### config.mk
export PLATFORM = sky130hd
export DESIGN_NAME = tri_list_walker
export DESIGN_NICKNAME = d
export VERILOG_FILES = /design/src/rtl/tri_list_walker.sv
export SDC_FILE = /design/constraint.sdc
export NUM_CORES = 1
export LEC_CHECK = 0
export ABC_CLOCK_PERIOD_IN_PS = 18400
export CORE_AREA = 2 2 280 282
export CTS_CLUSTER_SIZE = 30
export DETAILED_ROUTE_END_ITERATION = 7
export DIE_AREA = 0 0 282 284
export REMOVE_ABC_BUFFERS = 1
export SETUP_SLACK_MARGIN = 0.15
export SLEW_MARGIN = 0
export SYNTH_ARGS = -nofsm -noshare
export SYNTH_HDL_FRONTEND = slang
export SYNTH_SLANG_ARGS = --single-unit
### constraint.sdc
create_clock -name clk -period 18.4 [get_ports clk]
set_clock_uncertainty 0.1 [all_clocks]
set_input_delay 4.6 -clock clk [delete_from_list [all_inputs] [get_ports clk]]
set_output_delay 4.6 -clock clk [all_outputs]
set_load 0.05 [all_outputs]
### src/rtl/tri_list_walker.sv
// Sequencer that walks a contiguous triangle index range through tri_reader and
// buffers returned blocks in a 2-entry FIFO. Optional perf counters: WALKER_PERF_EN.
module tri_list_walker #(
    parameter  int NDWORDS = 9,
    localparam int BLOCKSZ = 32 * NDWORDS
) (
    input  logic               clk,
    input  logic               reset_n,
    input  logic               start,
    input  logic [31:0]        first_idx,
    input  logic [31:0]        num_tris,
    output logic               busy,
    output logic               done,
    output logic [31:0]        rd_index,
    output logic               rd_read,
    input  logic               rd_iready,
    input  logic               rd_ovalid,
    input  logic [BLOCKSZ-1:0] rd_data,
    output logic               tri_valid,
    input  logic               tri_ready,
    output logic [BLOCKSZ-1:0] tri_data,
    output logic [31:0]        tri_index,
    output logic               tri_last
`ifdef WALKER_PERF_EN
    ,
    output logic [31:0]        perf_miss_cyc,
    output logic [31:0]        perf_stall_cyc
`endif
);

    localparam logic [2:0] S_IDLE  = 3'd0;
    localparam logic [2:0] S_ARM   = 3'd1;
    localparam logic [2:0] S_FETCH = 3'd2;
    localparam logic [2:0] S_DRAIN = 3'd3;
    localparam logic [2:0] S_ZERO  = 3'd4;

    typedef struct packed {
        logic [BLOCKSZ-1:0] data;
        logic [31:0]        idx;
        logic               last;
    } entry_t;

    logic [2:0]  state;
    logic [31:0] cur;
    logic [31:0] rem;

    entry_t      fifo_q [2];
    entry_t      head;
    logic        wr_ptr;
    logic        rd_ptr;
    logic [1:0]  count;

    logic        start_acc;
    logic        push;
    logic        pop;

    assign start_acc = start && (state == S_IDLE);
    assign push      = (state == S_FETCH) && rd_ovalid;
    assign pop       = tri_valid && tri_ready;

    // ---------------- walk FSM ----------------
    always_ff @(posedge clk or negedge reset_n) begin
        if (!reset_n) begin
            state <= S_IDLE;
            cur   <= '0;
            rem   <= '0;
        end else begin
            case (state)
                S_IDLE: begin
                    if (start) begin
                        if (num_tris != 32'd0) begin
                            cur   <= first_idx;
                            rem   <= num_tris;
                            state <= S_ARM;
                        end else begin
                            state <= S_ZERO;
                        end
                    end
                end
                S_ARM: begin
                    // Only one request in flight and a free slot guaranteed, so no overflow.
                    if ((count < 2'd2) && rd_iready)
                        state <= S_FETCH;
                end
                S_FETCH: begin
                    if (rd_ovalid) begin
                        if (rem == 32'd1) begin
                            state <= S_DRAIN;
                        end else begin
                            cur   <= cur + 32'd1;
                            rem   <= rem - 32'd1;
                            state <= S_ARM;
                        end
                    end
                end
                S_DRAIN: begin
                    if (pop && (count == 2'd1))
                        state <= S_IDLE;
                end
                S_ZERO:  state <= S_IDLE;
                default: state <= S_IDLE;
            endcase
        end
    end

    assign busy     = (state != S_IDLE);
    assign done     = (state == S_ZERO) || ((state == S_DRAIN) && pop && (count == 2'd1));
    assign rd_read  = (state == S_FETCH);
    assign rd_index = rd_read ? cur : 32'd0;

    // ---------------- 2-entry FIFO (no bypass) ----------------
    always_ff @(posedge clk) begin
        if (push)
            fifo_q[wr_ptr] <= '{data: rd_data, idx: cur, last: (rem == 32'd1)};
    end

    always_ff @(posedge clk or negedge reset_n) begin
        if (!reset_n) begin
            wr_ptr <= 1'b0;
            rd_ptr <= 1'b0;
            count  <= 2'd0;
        end else begin
            if (push)
                wr_ptr <= ~wr_ptr;
            if (pop)
                rd_ptr <= ~rd_ptr;
            case ({push, pop})
                2'b10:   count <= count + 2'd1;
                2'b01:   count <= count - 2'd1;
                default: count <= count;
            endcase
        end
    end

    // Storage is not reset; gating on valid keeps the outputs at 0 out of reset.
    assign head      = fifo_q[rd_ptr];
    assign tri_valid = (count != 2'd0);
    assign tri_data  = tri_valid ? head.data : '0;
    assign tri_index = tri_valid ? head.idx  : 32'd0;
    assign tri_last  = tri_valid && head.last;

`ifdef WALKER_PERF_EN
    // ---------------- saturating perf counters ----------------
    always_ff @(posedge clk or negedge reset_n) begin
        if (!reset_n) begin
            perf_miss_cyc  <= '0;
            perf_stall_cyc <= '0;
        end else if (start_acc) begin
            perf_miss_cyc  <= '0;
            perf_stall_cyc <= '0;
        end else begin
            if ((state == S_FETCH) && !rd_ovalid && (perf_miss_cyc != 32'hFFFF_FFFF))
                perf_miss_cyc <= perf_miss_cyc + 32'd1;
            if (tri_valid && !tri_ready && (perf_stall_cyc != 32'hFFFF_FFFF))
                perf_stall_cyc <= perf_stall_cyc + 32'd1;
        end
    end
`else
    logic unused_start_acc;
    assign unused_start_acc = start_acc;
`endif

endmodule

Word-level counts from Yosys, hierarchy flattened
Memories as Yosys holds them, arrays and structs flattened.
Cells that the tools add are included.
{"block": "classes", "n_bitwise": 2, "order_cmp": 1, "addsub": 4, "eq_ne": 14, "muxes": 23, "reduce_logical": 16}
{"cell": "32-bit 2-to-1 mux", "n": 10}
{"cell": "288-bit 2-to-1 mux", "n": 1}
{"cell": "32-bit case mux with 2 select lines", "n": 2}
{"cell": "32-bit by 1-bit adder with 32-bit output, second input constant", "n": 1}
{"cell": "32-bit by 1-bit == test with 1-bit output, second input constant", "n": 1}
{"cell": "32-bit nonzero test", "n": 1}
{"cell": "32-bit by 1-bit subtractor with 32-bit output, second input constant", "n": 1}
{"cell": "3-bit 2-to-1 mux", "n": 5}
{"cell": "3-bit case mux with 4 select lines", "n": 1}
{"cell": "2-bit inequality test, second input constant", "n": 4}
{"cell": "1-bit logical AND", "n": 7}
{"cell": "3-bit by 2-bit == test with 1-bit output, second input constant", "n": 2}
{"cell": "2-bit nonzero test", "n": 3}
{"cell": "5-bit AND reduction", "n": 1}
{"cell": "2-bit by 1-bit == test with 1-bit output, second input constant", "n": 2}
{"cell": "2-bit by 1-bit inequality test with 1-bit output, second input constant", "n": 2}
{"cell": "2-bit case mux with 2 select lines", "n": 1}
{"cell": "4-bit AND reduction", "n": 1}
{"cell": "3-bit by 1-bit == test with 1-bit output, second input constant", "n": 1}
{"cell": "3-bit == test, second input constant", "n": 1}
{"cell": "3-bit logical NOT", "n": 1}
{"cell": "3-bit nonzero test", "n": 1}
{"cell": "2-bit by 1-bit adder with 2-bit output, second input constant", "n": 1}
{"cell": "2-bit == test, second input constant", "n": 1}
{"cell": "other kinds (6)", "n": 8}
{"block": "totals", "output_inout_bits": 357, "ramBits": 642, "regBits": 71, "elab_cells": 67, "input_bits": 358, "n_memories": 1}
{"memory": "fifo_q", "depth": 2, "width": 321, "rd": 1, "rd_ports_with_merged_regs": 0, "write_ports": 1, "line": "47", "rtl": "entry_t fifo_q [2];"}

Longest topological paths before layout
Gate-level depths: netlist of run 1.
{"block": "depth", "ltp_word": 5, "ltp_mapped": 10, "ltp_nobuf": 8}

Least setup slack after synthesis of run 1
Ideal clock, no wire load.
{"block": "synth_path", "kind": "in2reg", "start": "in rd_ovalid", "end": "mem fifo_q[0][0] in the netlist's numbering (enable)", "required_time_ns": 17.289, "slack_ns": -0.698, "stages": 2, "n_path_buf": 0, "arrival_time_ns": 17.987, "setup_ns": 1.011, "cell_sequence": "nand2_1 > nor2_1"}
{"block": "synth_between", "elab_chain_len": 3}
{"element": "start: declaration", "line": "17", "rtl": "input logic rd_ovalid,"}
{"element": "1-bit logical AND", "line": "58", "rtl": "assign push = (state == S_FETCH) && rd_ovalid;"}
{"element": "1-bit 2-to-1 mux", "line": "113", "rtl": "if (push)"}
{"element": "1-bit 2-to-1 mux (not written as such)", "line": "114", "rtl": "fifo_q[wr_ptr] <= '{data: rd_data, idx: cur, last: (rem == 32'd1)};"}
{"element": "end: declaration", "line": "47"}
No other way between the ends.

Worst setup path in the final report of run 1
{"block": "layout_path", "start": "in tri_ready", "end": "out done"}
{"block": "layout_between", "elab_chain_len": 4}
{"element": "start: declaration", "line": "20", "rtl": "input logic tri_ready,"}
{"element": "1-bit logical AND", "line": "59", "rtl": "assign pop = tri_valid && tri_ready;"}
{"element": "via pop", "line": "55", "rtl": "logic pop;"}
{"element": "1-bit logical AND (2 in a row)", "line": "107", "rtl": "assign done = (state == S_ZERO) || ((state == S_DRAIN) && pop && (count == 2'd1));"}
{"element": "1-bit logical OR", "line": "107"}
{"element": "end: declaration", "line": "13", "rtl": "output logic done,"}
The timed path passes the listed nets, and every way through them passes these cells.

==> impl_metrics.csv, run 1 <==
group,metric,value,unit
run_status,outcome,"finished clean",
yosys,ys_seq_area_share,73.16,%
worst_setup_path,crit_chain,"clkdlybuf4s50_1, nor2b_1, and2_1, nand3_1, o21ai_0, clkdlybuf4s50_1",
worst_setup_path,r2r-start,"state[0]",
sta,post-route-period-util,61.00,%
yosys,synth_ff_type,"edfxtp_1",
power_and_ir_drop,p_per_area,190.8,nW/um^2
power_and_ir_drop,leakage,14.34,nW
worst_setup_path,cp-start-kind,"primary input",
worst_setup_path,worstSetupPathType,"primary input to output port",
cells_and_area,syn_to_final_growth,37.81,%
clock_network,clock-sinks,713,
sta,setup_viol,0,
worst_setup_path,cpPeakStageDelay,840,ps
clock_network,cts_repair_resize_count,0,
yosys,syn_area_per_cell,14.62,sq um
global_route,gr-usage-all-layers,20.99,%
placed_design,dp_cells,3634,
cells_and_area,layout-drive-gt1-share,5.771,%
floorplanning,die_area,80090,sq um
detailed_routing,ant_nets,0,
yosys,netlist.area_leader.share,66.98,%
floorplanning,core,76960,sq um
cells_and_area,fin_util,51.54,%
floorplanning,rows,102,
yosys,synthArstFlopShare,9.958,%
worst_setup_path,crit_arrival,6520,ps
placed_design,place_area,37010,sq um
sta,hold_violations,0,
worst_setup_path,worst-r2r-cell-count,10,
worst_setup_path,cp_top_family,"buffers and inverters",
worst_setup_path,r2r_end,"fifo_q[0][81]",
worst_setup_path,crit_end,"done",
sta,setup_ws,7176,ps
worst_setup_path,crit_fanout,3,
detailed_routing,wl_per_cell,22.90,um
floorplanning,initial_core_util,37.40,%
global_route,grt_pass1_wl,125900,um
sta,clock.fmax,89.10,MHz
yosys,yosys.area.top_type,"edfxtp_1",
clock_network,htree_levels,3,
cells_and_area,finalNonFillerCells,3798,
clock_network,path_clk_slew,50,ps
yosys,synth_area_leaders,"edfxtp_1 (67%), mux2i_1 (11%), dfrtp_1 (6.2%), nor2_1 (4.8%), a21oi_1 (1.4%)",
global_route,grt_pass1_vias,19080,
sta,slew_viol_final,0,
clock_network,cts_tree,"built",
worst_setup_path,cpMostUsedCell,"clkdlybuf4s50_1",
yosys,synth_edf_count,642,
worst_setup_path,crit_start,"tri_ready",
yosys,synth_cell_type_count,57,
worst_hold_path,hold_path.class,"flop to flop",
placed_design,gp_congestion,0.8617,
sta,rsz0062_at_grt,"false",
clock_network,clk_latency,620,ps
clock_network,cts_hold_buf,0,
yosys,yosysWarnings,0,
yosys,syn_inst,1968,
placed_design,hpwlAfterDp,60000,um
clock_network,cts_buffer_depth,3,
floorplanning,io_pins,715,
detailed_routing,drt_iter0_markers,1265,
detailed_routing,wl,86970,um
worst_setup_path,crit_slowest_cell,"clkdlybuf4s50_1",
worst_setup_path,cp_num_cells,6,
floorplanning,die_h,284,um
sta,max_slew_margin,17.84,%
placed_design,place_ws,7168,ps
floorplanning,die_w,282,um
global_route,grt_max_degree,164,
detailed_routing,viasPerCell,5.106,
detailed_routing,num_vias,19390,
worst_setup_path,cp-end-kind,"output port",
worst_setup_path,worst_ep_required_time,13700,ps
sta,period_minus_slack,11220,ps
flow_run,maxCapViolCount,0,
power_and_ir_drop,ir_drop,0.1159,mV
cells_and_area,fin_nets,3039,
global_route,antenna_found_initial,31,
sta,whs,401.2,ps
worst_setup_path,crit_buf_inv,2,
cells_and_area,fin_area,39660,sq um
detailed_routing,drc_errors,0,
sta,tightest_slew,1232,ps
clock_network,cts-root-buf,"clkbuf_16",
yosys,synth_area,28780,sq um
clock_network,cts_setup_buffers,0,
global_route,grt_overflow,0,
worst_setup_path,reg2reg_slack,12120,ps
clock_network,numCtsBuffers,79,
placed_design,io_buffer_count,714,
detailed_routing,drtPass1Iterations,5,
yosys,ys_seq_elements,713,
## state kept, by name (all words and copies together) (netlist names)
register / cells
cur: 32
count: 2
state: 3
rd_ptr: 1
wr_ptr: 1
rem: 32
fifo_q: 642
## metrics by stage
stage | setup TNS [ps] | power (W)
after floorplan | -270460 | 0.005151
after global placement | 0 | 0.006004
after detailed placement | 0 | 0.006034
after CTS | 0 | 0.007634
after global routing | 0 | 0.007864
final | 0 | 0.007569
## how the worst min path moves through the flow
stage	from	end	slack (ps)	cells after the start
finish	count[1]	count[1]	400	2
global route	rem[27]	rem[27]	420	1
CTS	rem[27]	rem[27]	400	1
detailed placement	count[1]	count[1]	370	2
global placement	count[1]	count[1]	360	2
floorplan	count[1]	count[1]	350	2
## report_power, final
group	switching (W)	total (W)	internal [W]	leakage, nW
Sequential	0.000173	0.00223	0.00205	6.63
Clock	0.000637	0.00158	0.000947	1.26
Combinational	0.00258	0.00376	0.00117	6.45
## routing by layer
layer  routed length, um  global-route usage, %  share of wire, %
met5                 148                      0              0.17
met4                2096                  6.928               2.4
met3                7989                  6.776               9.2
met2               44210                  36.33                51
met1               32520                  24.43                37
## cell type report
class                   count  area (sq um)
clock buffers              93          2029
repair buffers            739          7355
fillers                  6455         37290
diodes                     20         50.05
inverters                  18         67.56
multi-input cells        1124          7223
flip-flops and latches    713         21060
clock inverters            51         579.3
well taps                1040          1301
## logic make-up after synthesis
logic type      count (synthesis)  share of synthesized area (%)
flops                         713                          73.16
simple gates                  573                          8.864
mux                           322                          11.20
compound gates                219                          4.538
buf+inv                       131                          1.856
fa+ha+maj                       6                         0.2608
xor+xnor                        4                         0.1217
## Yosys cell counts, drive strengths merged (4+ instances only)
library cell    n
edfxtp        642
nor2          365
mux2i         321
a21oi          83
clkbuf         71
dfrtp          71
o21ai          60
nand2          57
buf            42
and3           36
nand3          29
nor4           24
nor3           20
inv            18
nand4          14
o22ai          14
a31oi          12
o22a           10
or3             9
a2bb2oi         6
ha              6
o2bb2ai         5
a22oi           4
o32ai           4
## tightest hold or removal path, cell delays in order (launching register included)
cell and delay, ps:
dfrtp_1 340, nand2_1 40, o21ai_0 70
## cells in the final DEF, fill, tap and decap left out, types with 9 or more instances in the layout
cell type,synthesis,final
nand4_1,13,13
and3_1,36,34
edfxtp_1,642,642
nor3_1,20,20
dfrtp_1,71,70
nor2_1,365,363
bufinv_16,0,11
clkbuf_16,0,79
clkbuf_1,71,14
inv_1,17,16
clkinv_1,0,19
o22a_1,10,10
or3_1,9,9
clkdlybuf4s50_1,0,713
o21ai_0,57,57
clkinv_2,0,11
mux2i_1,321,321
o22ai_1,14,14
nand2_1,56,55
buf_4,0,23
nor4_1,20,20
nand3_1,28,28
diode_2,0,20
a31oi_1,12,12
a21oi_1,83,83
No activity file was read; power rests on OpenSTA's default activity.
==> run 2: changes to the inputs <==
--- a/config.mk
+++ b/config.mk
@@ -5,7 +5,7 @@
 export SDC_FILE = /design/constraint.sdc
 export NUM_CORES = 1
 export LEC_CHECK = 0
-export ABC_CLOCK_PERIOD_IN_PS = 18400
+export ABC_CLOCK_PERIOD_IN_PS = 10700
 export CORE_AREA = 2 2 280 282
 export CTS_CLUSTER_SIZE = 30
 export DETAILED_ROUTE_END_ITERATION = 7
==> constraint.sdc (replaced) <==
create_clock -name clk -period 10.7 [get_ports clk]
set_clock_uncertainty 0.1 [all_clocks]
set_input_delay 2.675 -clock clk [delete_from_list [all_inputs] [get_ports clk]]
set_output_delay 2.675 -clock clk [all_outputs]
set_load 0.05 [all_outputs]
==> impl_metrics.csv, run 2 (synthesis results as in run 1) <==
group,metric,value,unit
run_status,outcome,"finished clean",
floorplanning,io_pins,715,
global_route,grt.busiest_layer,"met2",
worst_setup_path,r2r-start,"state[0]",
worst_setup_path,worst-r2r-cell-count,10,
clock_network,htree_levels,3,
power_and_ir_drop,p_seq_share,29.9,%
detailed_routing,ant_nets,0,
cells_and_area,syn_to_final_growth,37.28,%
clock_network,clock-sinks,713,
floorplanning,die_w,282,um
detailed_routing,drc_errors,0,
clock_network,cts_tree,"built",
worst_setup_path,crit_chain,"clkdlybuf4s50_1, nor2b_1, and2_1, nand3_1, o21ai_0, clkdlybuf4s50_1",
power_and_ir_drop,pwr-share-clk,20.0,%
worst_setup_path,cp_num_cells,6,
cells_and_area,largest_register_ffs,642,
worst_setup_path,worstSetupPathType,"primary input to output port",
sta,tightest_slew,1238,ps
floorplanning,die_area,80090,sq um
global_route,antenna_found_initial,30,
worst_setup_path,cpPeakStageDelay,830,ps
worst_setup_path,crit_arrival,4590,ps
flow_run,maxCapViolCount,0,
sta,max_slew_margin,17.49,%
clock_network,clk_latency,620,ps
power_and_ir_drop,p_sw,0.005838,W
power_and_ir_drop,leakage,14.26,nW
cells_and_area,final_common_cell,"clkdlybuf4s50_1",
sta,setup_ws,3333,ps
worst_hold_path,hold_path.class,"flop to flop",
cells_and_area,layout_common_cells,"clkdlybuf4s50_1 (713), edfxtp_1 (642), nor2_1 (363)",
global_route,grt_use_met1,23.91,%
global_route,grt_overflow,0,
placed_design,dp_cells,3629,
worst_setup_path,cp-end-kind,"output port",
worst_hold_path,hold_start,"count[1]",
sta,clock.fmax,135.7,MHz
clock_network,cts_repair_resize_count,0,
worst_setup_path,crit_slowest_cell,"clkdlybuf4s50_1",
detailed_routing,drt_iter0_markers,1521,
clock_network,numCtsBuffers,78,
global_route,use_met3,6.801,%
sta,whs,384.3,ps
floorplanning,core,76960,sq um
placed_design,hpwlAfterDp,58200,um
sta,hold_violations,0,
detailed_routing,wl_per_cell,22.73,um
worst_setup_path,r2r_end,"fifo_q[0][224]",
power_and_ir_drop,ir_drop,0.1848,mV
sta,post-route-period-util,68.85,%
cells_and_area,fin_nets,3033,
worst_setup_path,crit_start,"tri_ready",
cells_and_area,reg_top3,"fifo_q (642), cur (32), rem (32)",
global_route,grt_pass1_vias,18850,
worst_setup_path,reg2reg_slack,5460,ps
floorplanning,die_h,284,um
cells_and_area,layout-drive-gt1-share,5.344,%
sta,period_minus_slack,7367,ps
power_and_ir_drop,p_per_area,325.5,nW/um^2
worst_setup_path,crit_end,"done",
floorplanning,rows,102,
floorplanning,initial_core_util,37.40,%
global_route,grt_pass1_wl,123500,um
placed_design,io_buffer_count,714,
power_and_ir_drop,p_int,0.007022,W
power_and_ir_drop,switching_share,45.40,%
clock_network,cts_buffer_depth,3,
clock_network,cts-root-buf,"clkbuf_16",
cells_and_area,top_register,"fifo_q",
detailed_routing,drtPass1Iterations,5,
placed_design,place_ws,3325,ps
placed_design,gp_congestion,0.8781,
cells_and_area,finalNonFillerCells,3787,
detailed_routing,wl,86070,um
worst_setup_path,cpMostUsedCell,"clkdlybuf4s50_1",
worst_setup_path,crit_buf_inv,2,
power_and_ir_drop,p_comb_share,50.1,%
clock_network,path_clk_slew,60,ps
global_route,grtUsageMet2,35.64,%
sta,rsz0062_at_grt,"false",
worst_setup_path,cp-start-kind,"primary input",
worst_setup_path,cp_top_family,"buffers and inverters",
worst_setup_path,worst_ep_required_time,7930,ps
global_route,gr-usage-all-layers,20.69,%
detailed_routing,num_vias,19300,
worst_setup_path,crit_fanout,3,
clock_network,cts_hold_buf,0,
cells_and_area,fin_util,51.34,%
sta,fin_setup_tns,0,ps
sta,setup_viol,0,
global_route,grt_max_degree,191,
sta,slew_viol_final,0,
clock_network,cts_setup_buffers,0,
detailed_routing,viasPerCell,5.096,
cells_and_area,fillCellCount,6534,
==> run 2: changes by cell type in the layout (fill, tap and decap cells not counted), moves of 2 or more <==
cell / delta
buf_12: +4
clkinv_1: -2
buf_4: -9
clkinvlp_4: -4
clkbuf_8: +2
bufinv_16: -8
clkbuf_1: +8
diode_2: -5
==> run 2: layout make-up <==
cell class / count / area, sq um / area share [%]
Sequential cell: 713 / 21060 / 53.30
Tap cell: 1040 / 1301 / 3.293
Timing Repair Buffer: 734 / 7367 / 18.65
Clock buffer: 103 / 2087 / 5.282
Antenna cell: 15 / 37.54 / 0.09500
Clock inverter: 40 / 369.1 / 0.9342
Multi-Input combinational cell: 1124 / 7223 / 18.28
Inverter: 18 / 67.56 / 0.1710
==> run 2: metal layers <==
metal | up-vias | part of all wire, %
li1 | 8807 | -
met1 | 9571 | 37
met2 | 752 | 51
met3 | 142 | 9.4
met4 | 26 | 2.6
met5 | - | 0.19
==> run 2: worst reg2reg max path, stage by stage (launching register included) <==
cell	delay, ps
dfrtp_1	420
nor2_2	110
buf_4	320
nand2_2	90
buf_4	350
inv_2	490
buf_4	660
nand2_1	330
nor2_4	150
buf_4	680
buf_4	1070
==> run 2: through the flow <==
step                      cell area, sq um  power, W
after global placement               37020   0.01032
after floorplan                      28310  0.008858
after detailed placement             37020   0.01037
after CTS                            39470   0.01298
final                                39510   0.01286
after global routing                 39500   0.01339
==> run 2: power groups by stage <==
stage	combinational, W	sequential (W)	clock, W
final	0.00644	0.00384	0.00258
after global routing	0.00674	0.00389	0.00276
after CTS	0.00649	0.00384	0.00265
after detailed placement	0.00648	0.00389	0
after global placement	0.00645	0.00387	0
after floorplan	0.00473	0.00413	0
==> run 2: worst min path at each step <==
stage / to / slack, ps / cells past startpoint
final: count[1] / 380 / 2
after global placement: count[1] / 370 / 2
after detailed placement: count[1] / 370 / 2
after floorplan: count[1] / 350 / 2
after global routing: count[1] / 430 / 2
after CTS: count[1] / 390 / 2
==> run 3: changes to the inputs <==
--- a/config.mk
+++ b/config.mk
@@ -5,11 +5,12 @@
 export SDC_FILE = /design/constraint.sdc
 export NUM_CORES = 1
 export LEC_CHECK = 0
-export ABC_CLOCK_PERIOD_IN_PS = 10700
+export ABC_CLOCK_PERIOD_IN_PS = 6600
 export CORE_AREA = 2 2 280 282
 export CTS_CLUSTER_SIZE = 30
 export DETAILED_ROUTE_END_ITERATION = 7
 export DIE_AREA = 0 0 282 284
+export PLACE_DENSITY = 0.66
 export REMOVE_ABC_BUFFERS = 1
 export SETUP_SLACK_MARGIN = 0.15
 export SLEW_MARGIN = 0
==> constraint.sdc (replaced) <==
create_clock -name clk -period 6.6 [get_ports clk]
set_clock_uncertainty 0.1 [all_clocks]
set_input_delay 1.65 -clock clk [delete_from_list [all_inputs] [get_ports clk]]
set_output_delay 1.65 -clock clk [all_outputs]
set_load 0.05 [all_outputs]
==> impl_metrics.csv, run 3 (synthesis results as in run 1) <==
group,metric,value,unit
worst_setup_path,worst_ep_required_time,4850,ps
worst_setup_path,crit_end,"done",
cells_and_area,multi_input_area,7221,sq um
sta,clock.fmax,186.7,MHz
power_and_ir_drop,p_int,0.01131,W
worst_setup_path,crit_arrival,3610,ps
sta,setup_viol,0,
sta,max_slew_margin,16.34,%
sta,period_minus_slack,5357,ps
cells_and_area,fin_nets,3053,
floorplanning,rows,102,
global_route,antenna_found_initial,12,
flow_run,maxCapViolCount,0,
detailed_routing,drtPass1Iterations,5,
cells_and_area,layout-drive-gt1-share,6.007,%
sta,tightest_slew,1255,ps
clock_network,htree_levels,3,
worst_hold_path,hold_path.class,"flop to flop",
power_and_ir_drop,p_per_area,523.8,nW/um^2
global_route,gr-usage-all-layers,20.17,%
cells_and_area,layout_common_cells,"clkdlybuf4s50_1 (713), edfxtp_1 (642), nor2_1 (364)",
floorplanning,initial_core_util,37.40,%
detailed_routing,ant_nets,0,
power_and_ir_drop,power,0.02076,W
clock_network,cts_hold_buf,0,
clock_network,cts_buffer_depth,3,
power_and_ir_drop,p_comb_share,50.6,%
clock_network,cts_setup_buffers,0,
placed_design,place_area,37260,sq um
cells_and_area,fin_util,51.51,%
placed_design,hpwlAfterDp,58270,um
sta,post-route-period-util,81.17,%
power_and_ir_drop,p_sw,0.009457,W
power_and_ir_drop,pwr-share-clk,19.4,%
global_route,grt_pass1_vias,19190,
worst_setup_path,worst-r2r-cell-count,8,
worst_setup_path,cp-end-kind,"output port",
sta,rsz0062_at_grt,"false",
clock_network,path_clk_slew,60,ps
power_and_ir_drop,leakage,14.35,nW
global_route,grt_overflow,0,
clock_network,cts-root-buf,"clkbuf_16",
floorplanning,die_area,80090,sq um
power_and_ir_drop,ir_drop,0.3750,mV
sta,slew_viol_final,0,
cells_and_area,final_common_cell,"clkdlybuf4s50_1",
cells_and_area,fillCellCount,6467,
cells_and_area,largest_register_ffs,642,
worst_setup_path,cp-start-kind,"primary input",
cells_and_area,fin_area,39640,sq um
global_route,grt_pass1_wl,122000,um
clock_network,cts_repair_resize_count,0,
worst_hold_path,hold_start,"count[1]",
cells_and_area,reg_top3,"fifo_q (642), cur (32), rem (32)",
detailed_routing,wl,83890,um
floorplanning,io_pins,715,
floorplanning,core,76960,sq um
worst_setup_path,crit_start,"tri_ready",
sta,hold_violations,0,
placed_design,gp_congestion,0.8844,
detailed_routing,drc_errors,0,
floorplanning,die_w,282,um
power_and_ir_drop,switching_share,45.55,%
detailed_routing,num_vias,19370,
clock_network,cts_tree,"built",
power_and_ir_drop,p_seq_share,30.0,%
clock_network,clk_latency,610,ps
clock_network,clock-sinks,713,
detailed_routing,viasPerCell,5.109,
worst_setup_path,r2r-start,"state[0]",
floorplanning,die_h,284,um
worst_setup_path,worstSetupPathType,"primary input to output port",
clock_network,numCtsBuffers,77,
sta,fin_setup_tns,0,ps
cells_and_area,top_register,"fifo_q",
run_status,outcome,"finished clean",
detailed_routing,drt_iter0_markers,1521,
worst_setup_path,reg2reg_slack,2570,ps
worst_setup_path,crit_fanout,3,
global_route,grt_max_degree,128,
worst_setup_path,r2r_end,"fifo_q[0][256]",
placed_design,io_buffer_count,714,
detailed_routing,wl_per_cell,22.12,um
cells_and_area,regArea,21060,sq um
cells_and_area,syn_to_final_growth,37.72,%
[run 3: cell types whose count changed in the layout (fill, tap and decap cells not counted), sizes merged, moves of 2 or more]
cell	previous run	this run
buf	21	42
clkbuf	103	93
diode	15	5
clkinv	32	37
clkinvlp	0	2
inv	23	21
[run 3: final cells by class]
type                    instances  share of cell area (%)
diodes                          5                 0.03157
clock buffers                  93                   5.013
clock inverters                44                  0.9502
inverters                      18                  0.1705
multi-input cells            1124                   18.22
flip-flops and latches        713                   53.13
well taps                    1040                   3.283
repair buffers                755                   19.21
[run 3: worst max-delay path: stages]
cell	delay [ps]
clkdlybuf4s50_1	460
nor2b_1	230
and2_1	190
nand3_1	80
o21ai_0	140
clkdlybuf4s50_1	850
[run 3: power by group through the flow]
stage / logic (W) / registers [W] / clock network (W)
floorplan: 0.00660 / 0.00658 / 0
global placement: 0.0105 / 0.00627 / 0
detailed placement: 0.0105 / 0.00632 / 0
CTS: 0.0106 / 0.00623 / 0.00414
global route: 0.0110 / 0.00631 / 0.00431
finish: 0.0105 / 0.00623 / 0.00403
[run 3: worst min path at each step]
| stage | slack [ps] | cells after the start | end |
|---|---|---|---|
| finish | 400 | 2 | count[1] |
| global route | 430 | 1 | count[0] |
| CTS | 400 | 2 | count[1] |
| detailed placement | 390 | 2 | count[1] |
| global placement | 360 | 2 | count[1] |
| floorplan | 350 | 2 | count[1] |
[run 3: through the flow]
| stage | setup WS (ps) | std cells | hold WS [ps] |
|---|---|---|---|
| finish | 1243 | 3792 | 398.9 |
| global route | 1103 | 3790 | 432.0 |
| CTS | 1221 | 3787 | 404.6 |
| detailed placement | 1237 | 3650 | 391.4 |
| global placement | 1217 | 3650 | 364.1 |
| floorplan | -12330 | 1855 | 349.8 |
[run 3: routing by layer]
layer	GRT usage, %	wire length [um]	up-vias
met4	5.878	1858	14
met2	35.20	42680	805
li1	-	-	8830
met1	24.00	31550	9590
met3	5.829	7705	134
met5	0	96	-
